$ cat config.mk
export PLATFORM = sky130hd
export DESIGN_NAME = ps2_mouse_tracker
export DESIGN_NICKNAME = d
export VERILOG_FILES = /design/src/rtl/ps2_mouse_tracker.sv
export SDC_FILE = /design/constraint.sdc
export NUM_CORES = 1
export LEC_CHECK = 0
export ABC_AREA = 1
export BUFFER_PORTS_ARGS = -buffer_cell sky130_fd_sc_hd__buf_4
export CAP_MARGIN = 5
export CORE_MARGIN = 2
export CORE_UTILIZATION = 55
export CTS_CLUSTER_SIZE = 28
export DETAILED_ROUTE_END_ITERATION = 12
export PLACE_DENSITY = 0.76
export SLEW_MARGIN = 20
export SYNTH_ARGS = -nofsm -noshare
export SYNTH_HDL_FRONTEND = slang
export SYNTH_SLANG_ARGS = --single-unit
export TNS_END_PERCENT = 1
$ cat constraint.sdc
create_clock -name clk -period 2.06 [get_ports clk]
set_input_delay 0.412 -clock clk [delete_from_list [all_inputs] [get_ports clk]]
set_output_delay 0.412 -clock clk [all_outputs]
set_load 0.05 [all_outputs]
$ cat src/rtl/ps2_mouse_tracker.sv
// ps2_mouse_tracker: receives the device-to-host PS/2 mouse stream, assembles
// 3-byte movement packets and keeps an absolute, clamped cursor position plus
// the left-button state for the downstream image decoder.
module ps2_mouse_tracker #(
    parameter int X_MAX   = 319,
    parameter int Y_MAX   = 239,
    parameter int X_INIT  = 160,
    parameter int Y_INIT  = 120,
    parameter int TIMEOUT = 50000
) (
    input  logic       clk,
    input  logic       reset,
    input  logic       ps2_clk,
    input  logic       ps2_data,
    output logic [8:0] x,
    output logic [8:0] y,
    output logic       leftclick,
    output logic       packet_valid,
    output logic       frame_error
);

    localparam int               CNT_W     = $clog2(TIMEOUT + 1);
    localparam logic [CNT_W-1:0] CNT_LIMIT = CNT_W'(TIMEOUT);
    localparam logic [CNT_W-1:0] CNT_ONE   = CNT_W'(1);
    localparam logic [8:0]       X_MAX_V   = 9'(X_MAX);
    localparam logic [8:0]       Y_MAX_V   = 9'(Y_MAX);
    localparam logic [8:0]       X_INIT_V  = 9'(X_INIT);
    localparam logic [8:0]       Y_INIT_V  = 9'(Y_INIT);

    localparam logic [1:0] ST_IDLE   = 2'd0;
    localparam logic [1:0] ST_DATA   = 2'd1;
    localparam logic [1:0] ST_PARITY = 2'd2;
    localparam logic [1:0] ST_STOP   = 2'd3;

    // Odd parity holds when data bits plus parity bit carry an odd number of ones.
    function automatic logic odd_ones(input logic [8:0] v);
        return ^v;
    endfunction

    // Clamp a signed 11-bit coordinate into [0, max_v].
    function automatic logic [8:0] clamp_axis(input logic signed [10:0] v,
                                              input logic [8:0]         max_v);
        logic [8:0] r;
        if (v < 11'sd0) begin
            r = 9'd0;
        end else if (v > $signed({2'b00, max_v})) begin
            r = max_v;
        end else begin
            r = v[8:0];
        end
        return r;
    endfunction

    logic             clk_meta_r, clk_sync_r, clk_prev_r;
    logic             data_meta_r, data_sync_r;
    logic             fall_s, bit_s;
    logic [1:0]       state_r;
    logic [7:0]       shift_r;
    logic [2:0]       bit_cnt_r;
    logic             parity_r;
    logic [1:0]       idx_r;
    logic [7:0]       b0_r, b1_r;
    logic [CNT_W-1:0] cnt_r;
    logic             byte_ok_s, byte_bad_s, timeout_s;
    logic signed [10:0] x_sum_s, y_sum_s;
    logic [8:0]       x_next_s, y_next_s;

    // Two-flop synchronisers for the pad signals, plus a history flop for edge detect.
    always_ff @(posedge clk) begin
        if (reset) begin
            clk_meta_r  <= 1'b1;
            clk_sync_r  <= 1'b1;
            clk_prev_r  <= 1'b1;
            data_meta_r <= 1'b1;
            data_sync_r <= 1'b1;
        end else begin
            clk_meta_r  <= ps2_clk;
            clk_sync_r  <= clk_meta_r;
            clk_prev_r  <= clk_sync_r;
            data_meta_r <= ps2_data;
            data_sync_r <= data_meta_r;
        end
    end

    // Edge detect, byte accept/reject decision and timeout condition.
    always_comb begin
        fall_s     = clk_prev_r & ~clk_sync_r;
        bit_s      = data_sync_r;
        byte_ok_s  = 1'b0;
        byte_bad_s = 1'b0;
        if (fall_s && (state_r == ST_STOP)) begin
            if (bit_s && odd_ones({shift_r, parity_r})) begin
                byte_ok_s = 1'b1;
            end else begin
                byte_bad_s = 1'b1;
            end
        end else begin
            byte_ok_s  = 1'b0;
            byte_bad_s = 1'b0;
        end
        timeout_s = !fall_s && (cnt_r == CNT_LIMIT) &&
                    ((state_r != ST_IDLE) || (idx_r != 2'd0));
    end

    // New cursor position from the stored dx and the dy byte arriving now.
    always_comb begin
        x_sum_s = $signed({2'b00, x}) + $signed({{2{b0_r[4]}}, b0_r[4], b1_r});
        y_sum_s = $signed({2'b00, y}) - $signed({{2{b0_r[5]}}, b0_r[5], shift_r});
        if (b0_r[6]) begin
            x_next_s = x;
        end else begin
            x_next_s = clamp_axis(x_sum_s, X_MAX_V);
        end
        if (b0_r[7]) begin
            y_next_s = y;
        end else begin
            y_next_s = clamp_axis(y_sum_s, Y_MAX_V);
        end
    end

    // Byte receiver: one transition per PS/2 falling edge, forced idle on timeout.
    always_ff @(posedge clk) begin
        if (reset) begin
            state_r   <= ST_IDLE;
            shift_r   <= 8'd0;
            bit_cnt_r <= 3'd0;
            parity_r  <= 1'b0;
        end else if (timeout_s) begin
            state_r <= ST_IDLE;
        end else if (fall_s) begin
            case (state_r)
                ST_IDLE: begin
                    if (!bit_s) begin
                        state_r   <= ST_DATA;
                        bit_cnt_r <= 3'd0;
                    end else begin
                        state_r <= ST_IDLE;
                    end
                end
                ST_DATA: begin
                    shift_r   <= {bit_s, shift_r[7:1]};
                    bit_cnt_r <= bit_cnt_r + 3'd1;
                    if (bit_cnt_r == 3'd7) begin
                        state_r <= ST_PARITY;
                    end else begin
                        state_r <= ST_DATA;
                    end
                end
                ST_PARITY: begin
                    parity_r <= bit_s;
                    state_r  <= ST_STOP;
                end
                ST_STOP: begin
                    state_r <= ST_IDLE;
                end
                default: begin
                    state_r <= ST_IDLE;
                end
            endcase
        end else begin
            state_r <= state_r;
        end
    end

    // Inactivity counter: clears on each falling edge and saturates at the limit.
    always_ff @(posedge clk) begin
        if (reset) begin
            cnt_r <= '0;
        end else if (fall_s) begin
            cnt_r <= '0;
        end else if (cnt_r != CNT_LIMIT) begin
            cnt_r <= cnt_r + CNT_ONE;
        end else begin
            cnt_r <= cnt_r;
        end
    end

    // Packet assembly and registered cursor/button/pulse outputs.
    always_ff @(posedge clk) begin
        if (reset) begin
            idx_r        <= 2'd0;
            b0_r         <= 8'd0;
            b1_r         <= 8'd0;
            x            <= X_INIT_V;
            y            <= Y_INIT_V;
            leftclick    <= 1'b0;
            packet_valid <= 1'b0;
            frame_error  <= 1'b0;
        end else begin
            packet_valid <= 1'b0;
            frame_error  <= byte_bad_s | timeout_s;
            if (byte_bad_s || timeout_s) begin
                idx_r <= 2'd0;
            end else if (byte_ok_s) begin
                case (idx_r)
                    2'd0: begin
                        // Header bytes always carry bit3 set; anything else is a resync.
                        if (shift_r[3]) begin
                            b0_r  <= shift_r;
                            idx_r <= 2'd1;
                        end else begin
                            idx_r <= 2'd0;
                        end
                    end
                    2'd1: begin
                        b1_r  <= shift_r;
                        idx_r <= 2'd2;
                    end
                    2'd2: begin
                        x            <= x_next_s;
                        y            <= y_next_s;
                        leftclick    <= b0_r[0];
                        packet_valid <= 1'b1;
                        idx_r        <= 2'd0;
                    end
                    default: begin
                        idx_r <= 2'd0;
                    end
                endcase
            end else begin
                idx_r <= idx_r;
            end
        end
    end

endmodule

==> results of run 1 <==
-- synth_stat cells --
library cell / number / area (um2)
nor2_4: 3 / 33.8
buf_2: 1 / 5.00
o21a_1: 2 / 15.0
inv_2: 6 / 22.5
or3_1: 1 / 6.26
xnor2_1: 7 / 61.3
o21ai_1: 1 / 5.00
nand2_2: 1 / 6.26
buf_1: 1 / 3.75
nand3_4: 1 / 17.5
a21oi_1: 62 / 310
nand2_1: 156 / 586
a31oi_1: 4 / 25.0
nand3_1: 50 / 250
nand2_4: 1 / 11.3
nor3_2: 2 / 20.0
xor2_1: 4 / 35.0
dfxtp_1: 71 / 1420
fa_1: 2 / 40.0
nand4_4: 1 / 21.3
nand3b_1: 3 / 22.5
ha_1: 24 / 300
a211oi_1: 2 / 15.0
o21ai_0: 28 / 140
nor3_1: 7 / 35.0
or2_0: 1 / 6.26
nor4_1: 2 / 12.5
nor2_1: 45 / 169
clkbuf_1: 6 / 22.5
inv_1: 85 / 319
nand4_1: 11 / 68.8
or2_2: 5 / 31.3
nor2_2: 1 / 6.26
o21bai_1: 2 / 15.0
nand4_2: 1 / 12.5
-- kinds of logic after synthesis --
| kind of cell | after synthesis | share of synthesized area [%] |
|---|---|---|
| AND/OR/NAND/NOR | 292 | 32.3 |
| AO/OA/AOI/OAI | 101 | 12.9 |
| buffers and inverters | 99 | 9.15 |
| flip-flops | 71 | 34.9 |
| adder cells (fa/ha/maj) | 26 | 8.36 |
| XOR/XNOR | 11 | 2.37 |
-- flip-flops by register name (all words and copies together) (netlist names), named ones only --
name / count
b0_r: 5
leftclick: 1
shift_r: 8
frame_error: 1
parity_r: 1
b1_r: 8
x: 9
packet_valid: 1
clk_prev_r: 1
data_meta_r: 1
bit_cnt_r: 3
bit_s: 1
cnt_r: 16
y: 9
clk_meta_r: 1
state_r: 1
clk_sync_r: 1
idx_r: 2
-- per-stage QoR --
stage	hold WS [ns]	util, %	total power (W)	std cells
after floorplan	0.389	-	0.00151	600
after global placement	0.390	64.1	0.00154	751
after detailed placement	0.396	64.1	0.00154	751
after CTS	0.235	67.3	0.00276	766
after global routing	0.247	71.5	0.00285	774
final	0.249	71.5	0.00276	774
-- power by group through the flow --
stage	sequential (W)	clock (W)	combinational [W]
floorplan	0.00142	0	0.0000837
global placement	0.00142	0	0.000116
detailed placement	0.00142	0	0.000120
CTS	0.00139	0.00125	0.000121
global route	0.00139	0.00130	0.000159
finish	0.00139	0.00122	0.000143
-- layer usage --
layer	global-route usage [%]	wire length, um
met1	29.6	4340
met2	42.5	5090
met3	4.69	421
met4	9.49	203
met5	0	0
-- placed cells by master, fill, tap and decap left out, types with 6 or more instances in the layout --
master / synthesis / routed
nand2_1: 156 / 145
nand4_1: 11 / 11
inv_1: 85 / 82
dfxtp_1: 71 / 62
nand3_1: 50 / 44
o21ai_0: 28 / 22
clkbuf_8: 0 / 10
nor3_1: 7 / 7
ha_4: 0 / 6
nor2_2: 1 / 6
nand2_2: 1 / 9
ha_1: 24 / 17
buf_4: 0 / 65
inv_2: 6 / 8
a21oi_1: 62 / 58
o21ai_1: 1 / 7
nor2_1: 45 / 39
dfxtp_2: 0 / 9
-- worst register-to-register path: stages, from the launching register on --
cell and delay (ns):
dfxtp_1 0.37, ha_4 0.14, inv_2 0.04, fa_2 0.39, nand3_2 0.10, nand3_4 0.08
xnor2_2 0.15, nor2_1 0.15, nand3_2 0.10, nand2_2 0.11, nand2_4 0.07, nand2_2 0.05
nand2_1 0.06, a21oi_1 0.14
-- final cells by class --
| class | instances | area share [%] |
|---|---|---|
| Multi-Input combinational cell | 430 | 48.8 |
| Sequential cell | 71 | 27.8 |
| Timing Repair Buffer | 68 | 10.1 |
| Inverter | 91 | 6.67 |
| Clock buffer | 10 | 2.67 |
| Tap cell | 99 | 2.40 |
| Clock inverter | 5 | 1.58 |
-- worst max path at each step --
stage	endpoint	start	slack, ns	depth (start not counted)
after global placement	y[2]$_SDFFE_PP0P_	y[0]$_SDFFE_PP0P_	0.03	16
after floorplan	y[2]$_SDFFE_PP0P_	y[0]$_SDFFE_PP0P_	-0.07	16
after global routing	y[2]$_SDFFE_PP0P_	y[0]$_SDFFE_PP0P_	-0.06	16
after detailed placement	y[2]$_SDFFE_PP0P_	y[0]$_SDFFE_PP0P_	-0.01	16
after CTS	x[6]$_SDFFE_PP0P_	x[0]$_SDFFE_PP0P_	0.00004	12
final	y[2]$_SDFFE_PP0P_	shift_r[0]$_SDFFE_PP0P_	0.04	13
-- repair_timing --
item | in CTS | in global routing
pin swaps | 0 | 17
endpoints found under the hold margin | 0 | 0
buffers inserted | 0 | 8
setup endpoints to repair | 4 | 30
gates resized for setup | 2 | 65
gates cloned | 0 | 0
==> run metrics, run 1 <==
status=complete, no violations; final worst-path setup slack=around 0.042 ns; number of distinct library cells after synthesis=35; portion of total power attributed to sequential cells=50.5%; insertion delay of the later-clocked pin in the worst-skew pair=0.34 ns; worst hold path depth=2; Total Routed Length=between 10 and 15 mm; cell area power density=535 nW/um2; Data arrival, critical path=around 2.3 ns; largest driver fanout on the critical path=4; IR Drop Worst-Case VDD=a little over 400 uV; switching portion of total power=a little over a fifth; max-cap check violation count=0; Final Critical Period=slightly above 2 ns; crit share post-route=98.0%; deepest level of the CTS H-tree=3; die footprint=8110 um2; worst setup timing slack at the placement stage=-0.0100 ns; Mapped Cells=600; I/O pins=25; number of antenna violations at the first check in global routing=0; setup repair after global routing missed its margin=yes; launch instance of the worst min-delay path=ps2_data; horizontal die dimension=90.1 um; worst min-delay path class=primary input to flip-flop; maximum operating frequency=496 MHz; static leakage=~2.3 nW; Clk Tree Root Cell=clkbuf_8; net count after synthesis=between 600 and 700; setup TNS=0 ns; Routed wire per std cell=between 10 and 15 um; worst max-slew margin expressed relative to the limit=between 60% and 70%; global route overflow=0; number of vias per cell after detailed routing=~5.3; Post-DRT Antenna Nets=0; total core area=7210 um2; Critical Path RT=about 2.3 ns; overall via count from detail_route=4080; portion of total power attributed to combinational logic=5.2%; starting utilization of the core area=about 56%; area post-placement=4620 um2; worst clock skew=between 0.007 and 0.008 ns; Sw Pwr=approximately 0.00061 W; Clock Pin Slew Worst Setup and Hold Paths=0.08 ns; Setup-failing EPs final=0; share of cells above drive strength 1=23.1%; worst stage delay on the critical path=slightly below 0.4 ns; area growth from synthesis to layout=26.6%; startpoint types=flip-flop; number of CTS-inserted buffers=9; warnings from Yosys=0; count of nets after finishing=~700; WHS Endpoint=data_meta_r$_SDFF_PP1_; measured slew at the worst slew-check pin=0.473 ns; first-pass GRT wire length=between 15 and 20 mm; Seq. cell area=about 1400 um2; r2r worst-path depth=13; cell class contributing the biggest share of worst-path delay=simple AND/OR/NAND/NOR gates; total inserted antenna cells=0; Detailed Place HPWL=between 7 and 8 mm; standard-cell row count=31; clk sink count=just over 70; total count of max-transition violations in the final report=0; total count of hold-check failures in the final report=0; Iter 0 DRT Violations=just under 200; Yosys reg bits=71; worst path bufs/invs=1; clock tree from TritonCTS=built; series of cell instances along the critical path=ha_4, inv_2, fa_2, nand3_2, nand3_4, xnor2_2, nor2_1, nand3_2, nand2_2, nand2_4, nand2_2, nand2_1, a21oi_1; total routing usage reported by global routing=between 20% and 30%; maximum count of clock buffers along a single path=2; Mapped Area=a little over 4000 um2; drt drc=0; number of buffers added on ports=24; Pre-antenna DRT Iters=5; vias in the first global route=3845; DIE HEIGHT=roughly 90 um; Setup Crit Path Kind=flip-flop to flip-flop; Cell Int Power=between 0.002 and 0.0025 W; reg2reg setup slack=approximately 0.042 ns; # hold bufs at CTS=0; post-synthesis sequential area ratio=34.9%; Post-Layout Inst Area=about 5200 um2; Crit-path slowest cell=fa_2; gp weighted congestion=~0.96; combined area of the multi-input logic cells=2510 um2; critical register-to-register path endpoint=y[2]$_SDFFE_PP0P_; pin count of the biggest net entering global routing=29; fill cell instance count of the final layout=~600; capturing element type of the critical path=flip-flop; RR Startpoint=shift_r[0]$_SDFFE_PP0P_; Clk pwr share=~44%; Synth Area per Inst=about 6.8 um2
No activity file was read; power rests on OpenSTA's default activity.
==> run 2: changes to the inputs <==
==> constraint.sdc (replaced) <==
create_clock -name clk -period 1.8 [get_ports clk]
set_input_delay 0.36 -clock clk [delete_from_list [all_inputs] [get_ports clk]]
set_output_delay 0.36 -clock clk [all_outputs]
set_load 0.05 [all_outputs]
==> run metrics, run 2 (synthesized netlist as in run 1, its figures left out) <==
count of nets after finishing=737 (+5.1%); max-cap check violation count=0 (unchanged); Data arrival, critical path=2.33 ns (+0.05 ns); Critical Path RT=2.04 ns (-0.28 ns); Detailed Place HPWL=7.90 mm (+6.6%); final worst-path setup slack=-0.294 ns (-0.336 ns); Clk Tree Root Cell=clkbuf_8; measured slew at the worst slew-check pin=0.718 ns (+0.245 ns); clk sink count=71 (unchanged); Routed wire per std cell=13.6 um (+4.7%); total design power=0.00338 W (+23%); gp weighted congestion=0.919 (-4.4%); most repeated library cell on the critical path=nand2_1; setup TNS=-3.98 ns (-3.98 ns); vias in the first global route=4202 (+9.3%); # hold bufs at CTS=0 (unchanged); setup repair after global routing missed its margin=yes; Pre-antenna DRT Iters=5 (unchanged); worst clock skew=0.00851 ns (+0.000601 ns); top flop regs=cnt_r (16), x (9), y (9); startpoint types=flip-flop; total inserted antenna cells=0 (unchanged); starting utilization of the core area=56.5% (unchanged); most common cell after layout, fill and taps aside=nand2_1; Post-DRT Antenna Nets=0 (unchanged); area growth from synthesis to layout=34.1%; largest register by flop count=cnt_r; total count of hold-check failures in the final report=0 (unchanged); status=finished, violations left; Clock Pin Slew Worst Setup and Hold Paths=0.08 ns (about the same); maximum operating frequency=478 MHz (-3.6%); standard-cell row count=31 (unchanged); insertion delay of the later-clocked pin in the worst-skew pair=0.35 ns (about the same); pin count of the biggest net entering global routing=28 (-3.4%); smallest hold slack=0.192 ns (-0.0565 ns); IR Drop Worst-Case VDD=396 uV (-4.7%); most frequent cells in the layout=nand2_1, buf_4, inv_1; total count of max-transition violations in the final report=0 (unchanged); number of vias per cell after detailed routing=5.33 (+1.2%); Setup Crit Path Kind=flip-flop to flip-flop; horizontal die dimension=90.1 um (unchanged); I/O pins=25 (unchanged); series of cell instances along the critical path=inv_2, ha_4, inv_2, fa_2, nand3_2, nand3_2, nand3_2, nand2_1, nand2_1, nand2_2, nor2_4, nand2_2, nand2_4, nand2_2, nand2_1, nand2_1; number of antenna violations at the first check in global routing=0 (unchanged); worst max-slew margin expressed relative to the limit=52.1% (-16 points); flip-flop count of the largest register after layout=16 (unchanged); global route overflow=0 (unchanged); clock tree from TritonCTS=built; Total Routed Length=11.0 mm (+9.7%); cell area power density=619 nW/um2 (+16%); worst stage delay on the critical path=0.43 ns (+0.04 ns); DIE HEIGHT=90.1 um (unchanged); number of CTS-inserted buffers=9 (unchanged); capturing element type of the critical path=flip-flop; share of cells above drive strength 1=29.9% (+6.8 points); largest driver fanout on the critical path=4 (unchanged); violated checks=setup timing; total routing usage reported by global routing=27.2% (+2.8 points); Finished Core Util=75.7% (+4.2 points); total core area=7210 um2 (unchanged); worst min-delay path class=primary input to flip-flop; drt drc=0 (unchanged); number of buffers added on ports=24 (unchanged); maximum count of clock buffers along a single path=2 (unchanged); Setup-failing EPs final=34 (+34); Iter 0 DRT Violations=200 (+3.1%); deepest level of the CTS H-tree=3 (unchanged); first-pass GRT wire length=18.3 mm (+11%); Final Critical Period=2.09 ns (+0.0761 ns); die footprint=8110 um2 (unchanged); Crit-path slowest cell=fa_2; crit share post-route=116% (+18 points); static leakage=2.52 nW (+8.5%); overall via count from detail_route=4325 (+6.0%)
run 2: cell types whose count changed in the layout (fill, tap and decap cells not counted), moves of 2 or more:
cell,change
buf_4,+39
buf_6,-3
dfxtp_1,-16
dfxtp_2,+15
ha_2,+2
nand2_2,+2
nor2_1,-3
nor2_2,+2
o21ai_0,+4
o21ai_1,-4
run 2: critical path, delay by kind of cell (launching register included):
family,cells,cell delay [ns]
flops,1,0.35
simple gates,12,0.99
buf+inv,2,0.09
fa+ha+maj,2,0.55
run 2: final timing paths:
| check | from | endpoint | depth (start not counted) | slack [ns] |
|---|---|---|---|---|
| hold / removal | ps2_data | data_meta_r$_SDFF_PP1_ | 2 | 0.19 |
| hold reg to reg | data_meta_r$_SDFF_PP1_ | bit_s$_SDFF_PP1_ | 1 | 0.41 |
| setup reg to reg | y[0]$_SDFFE_PP0P_ | y[3]$_SDFFE_PP1P_ | 16 | -0.29 |
| setup / recovery | y[0]$_SDFFE_PP0P_ | y[3]$_SDFFE_PP1P_ | 16 | -0.29 |
run 2: final cells by class:
cell class | count | area (um2)
inverter | 91 | 342
timing repair buffer | 104 | 781
sequential | 71 | 1460
fill | 553 | 1750
clock inverter | 6 | 115
multi-input combinational | 430 | 2510
clock buffer | 10 | 138
tap | 99 | 124
run 2: repair_timing:
| item | 4_1_cts | 5_1_grt |
|---|---|---|
| setup buffers | 0 | 1 |
| gates resized for setup | 21 | 32 |
| setup endpoints to repair | 33 | 40 |
| pin swaps | 4 | 13 |
run 2: report_power, final:
part | total (W) | switching [W] | leakage, nW | internal [W]
clock network | 0.00163 | 0.000658 | 0.124 | 0.000969
logic | 0.000163 | 0.0000996 | 1.81 | 0.0000636
registers | 0.00159 | 0.0000107 | 0.580 | 0.00158
total | 0.00338 | 0.000768 | 2.52 | 0.00261
run 2: stage by stage:
step                      worst slack (ns)  instance area [um2]  instances
after CTS                           -0.274                 5330        810
final                               -0.294                 5460        811
after global placement              -0.229                 5000        794
after floorplan                     -0.173                 4140        600
after detailed placement            -0.250                 5000        794
after global routing                -0.413                 5460        811
run 2: routing by layer:
metal	part of all wire [%]	vias to the layer above	track usage, %
met3	3.8	22	4.11
met1	43	2026	32.5
met5	0	-	0
li1	-	2160	-
met4	1.8	0	9.62
met2	52	117	49.4
==> run 3: changes to the inputs <==
--- a/config.mk
+++ b/config.mk
@@ -5,7 +5,6 @@
 export SDC_FILE = /design/constraint.sdc
 export NUM_CORES = 1
 export LEC_CHECK = 0
-export ABC_AREA = 1
 export BUFFER_PORTS_ARGS = -buffer_cell sky130_fd_sc_hd__buf_4
 export CAP_MARGIN = 5
 export CORE_MARGIN = 2
==> run metrics, run 3 <==
total count of hold-check failures in the final report=0 (unchanged); non-filler instance count after layout=717 (-12%); number of buffers added on ports=24 (unchanged); Post-Layout Inst Area=5640 um2 (+3.3%); Finished Core Util=77.4% (+1.7 points); most common cell after layout, fill and taps aside=buf_4; area growth from synthesis to layout=35.6%; Data arrival, critical path=2.75 ns (+0.42 ns); Compound-Gate Fraction of Synth Area=18.5% (+5.6 points); Iter 0 DRT Violations=268 (+34%); Critical Path RT=2.06 ns (+0.02 ns); I/O pins=25 (unchanged); clock tree from TritonCTS=built; flip-flop count of the largest register after layout=16 (unchanged); clk sink count=71 (unchanged); drt drc=0 (unchanged); Synth Area per Inst=8.55 um2 (+26%); Pre-antenna DRT Iters=5 (unchanged); worst max-slew margin expressed relative to the limit=57.4% (+5.3 points); reg2reg setup slack=-0.69 ns (-0.40 ns); setup TNS=-13.73 ns (-9.75 ns); worst hold path depth=2 (unchanged); total design power=0.00280 W (-17%); share of flip-flops with an asynchronous set or reset after synthesis=0% (unchanged); share of the synthesized area in the top cell type=34.2% (-0.75 points); largest family of logic cells by synthesized area=simple AND/OR/NAND/NOR gates; Routed wire per std cell=16.1 um (+18%); number of CTS-inserted buffers=9 (unchanged); number of vias per cell after detailed routing=5.74 (+7.7%); fraction of the mapped netlist area in simple logic gates=23.4% (-8.9 points); first-pass GRT wire length=19.3 mm (+5.4%); most frequent cells in the layout=buf_4, dfxtp_1, nor2_1; cell type with the largest total area after synthesis=dfxtp_1; largest register by flop count=cnt_r; area post-placement=5240 um2 (+4.7%); WHS Endpoint=clk_meta_r$_SDFF_PP1_; measured slew at the worst slew-check pin=0.626 ns (-0.0912 ns); Final Critical Period=2.49 ns (+0.395 ns); warnings from Yosys=0 (unchanged); horizontal die dimension=91.0 um (+1.0%); violated checks=setup timing; starting utilization of the core area=57.1% (+0.62 points); total inserted antenna cells=0 (unchanged); vias in the first global route=4122 (-1.9%); maximum operating frequency=402 MHz (-16%); Clock Pin Slew Worst Setup and Hold Paths=0.08 ns (about the same); crit share post-route=138% (+22 points); Clk Tree Root Cell=clkbuf_8; maximum count of clock buffers along a single path=2 (unchanged); Setup Crit Path Kind=flip-flop to flip-flop; net count after synthesis=517 (-18%); number of enable-type register cells in the synthesized netlist=0 (unchanged); critical register-to-register path endpoint=y[2]$_SDFFE_PP0P_; top post-synthesis cells by area=dfxtp_1, ha_1, nor2_1; Post-DRT Antenna Nets=0 (unchanged); Yosys reg bits=71 (unchanged); xor-xnor portion of the synthesized cell area=7.58% (+5.2 points); number of antenna violations at the first check in global routing=0 (unchanged); Setup-failing EPs final=36 (+5.9%); worst clock skew=0.00874 ns (+0.000226 ns); Mapped Cells=487 (-19%); top flop regs=cnt_r (16), x (9), y (9); number of distinct library cells after synthesis=67 (+91%); # hold bufs at CTS=0 (unchanged); max-cap check violation count=0 (unchanged); share of cells above drive strength 1=35.4% (+5.5 points); r2r worst-path depth=11 (-5); startpoint types=flip-flop; cell area power density=496 nW/um2 (-20%); global route overflow=0 (unchanged); DIE HEIGHT=91.0 um (+1.0%); RR Startpoint=y[0]$_SDFFE_PP0P_; multiplexer fraction of the synthesized cell area=4.72% (+4.7 points); overall via count from detail_route=4117 (-4.8%); Detailed Place HPWL=8.22 mm (+4.0%); static leakage=2.45 nW (-2.6%); post-synthesis sequential area ratio=34.2% (-0.75 points); status=finished, violations left; capturing element type of the critical path=flip-flop; total count of max-transition violations in the final report=0 (unchanged); deepest level of the CTS H-tree=3 (unchanged); die footprint=8280 um2 (+2.1%); placed insts=697 (-12%); final worst-path setup slack=-0.689 ns (-0.395 ns); standard-cell row count=31 (unchanged); Total Routed Length=11.5 mm (+4.5%); largest driver fanout on the critical path=4 (unchanged); flip-flop cell with the highest count after synthesis=dfxtp_1; commonest cells in the synthesized netlist=dfxtp_1, nor2_1, nand2_1; adder-cell share of the synthesized area=8.18% (-0.18 points); IR Drop Worst-Case VDD=714 uV (+80%); count of nets after finishing=643 (-13%); Mapped Area=4160 um2 (+2.2%); pin count of the biggest net entering global routing=26 (-7.1%); launch instance of the worst min-delay path=ps2_clk; setup repair after global routing missed its margin=yes; dominant cell by count in the synthesized netlist=dfxtp_1; gp weighted congestion=0.947 (+3.0%); total routing usage reported by global routing=28.6% (+1.4 points); insertion delay of the later-clocked pin in the worst-skew pair=0.35 ns (about the same); worst min-delay path class=primary input to flip-flop; total core area=7290 um2 (+1.1%)
run 3: repair_timing:
action | in CTS | in global routing
resized for setup | 43 | 11
setup buffers | 3 | 1
endpoints found under the setup margin | 36 | 37
pin swaps | 23 | 9
run 3: power breakdown:
group / internal, W / switching, W / leakage (nW) / total, W
registers: 0.00158 / 0.00000893 / 0.577 / 0.00159
clock network: 0.000508 / 0.000629 / 0.0872 / 0.00114
logic: 0.0000267 / 0.0000488 / 1.79 / 0.0000755
total: 0.00211 / 0.000687 / 2.45 / 0.00280
run 3: through the flow:
step                hold WS, ns  setup WS (ns)
detailed placement        0.396         -0.744
CTS                       0.180         -0.600
finish                    0.190         -0.689
floorplan                 0.389         -0.563
global placement          0.396         -0.645
global route              0.177         -0.731
run 3: kinds of logic after synthesis:
group           count (synthesis)
xor+xnor                       31
simple gates                  190
fa+ha+maj                      26
compound gates                116
flops                          71
buf+inv                        35
mux                            18
run 3: per-layer routing:
metal	vias to the layer above	share of wire, %	global-route usage (%)
met1	1935	43	35.4
met3	31	5.6	5.73
met4	0	2.2	8.46
met2	151	49	50.1
met5	-	0	0
li1	2000	-	-
run 3: worst max-delay path: stages, from the launching register on:
cell      delay [ns]
dfxtp_4         0.35
inv_4           0.06
ha_4            0.13
inv_2           0.03
fa_2            0.36
a211oi_4        0.34
o211ai_1        0.13
nor3b_2         0.19
nor4b_2         0.28
a211oi_1        0.12
buf_4           0.17
a221oi_2        0.23
run 3: layout make-up:
cell class	instances	area (um2)
fill	508	1650
tap	99	124
timing repair buffer	131	995
sequential	71	1440
multi-input combinational	381	2840
clock buffer	10	128
clock inverter	6	45.0
inverter	19	73.8
run 3: how the worst max path moves through the flow:
stage                                  from           endpoint  slack [ns]  cells past startpoint
after floorplan           y[0]$_SDFFE_PP0P_  y[5]$_SDFFE_PP1P_       -0.56                     10
after global placement    y[0]$_SDFFE_PP0P_  y[2]$_SDFFE_PP0P_       -0.65                     11
after detailed placement  y[0]$_SDFFE_PP0P_  y[2]$_SDFFE_PP0P_       -0.74                     11
after CTS                 y[0]$_SDFFE_PP0P_  y[5]$_SDFFE_PP1P_       -0.60                     10
after global routing      y[0]$_SDFFE_PP0P_  y[2]$_SDFFE_PP0P_       -0.73                     11
final                     y[0]$_SDFFE_PP0P_  y[2]$_SDFFE_PP0P_       -0.69                     11
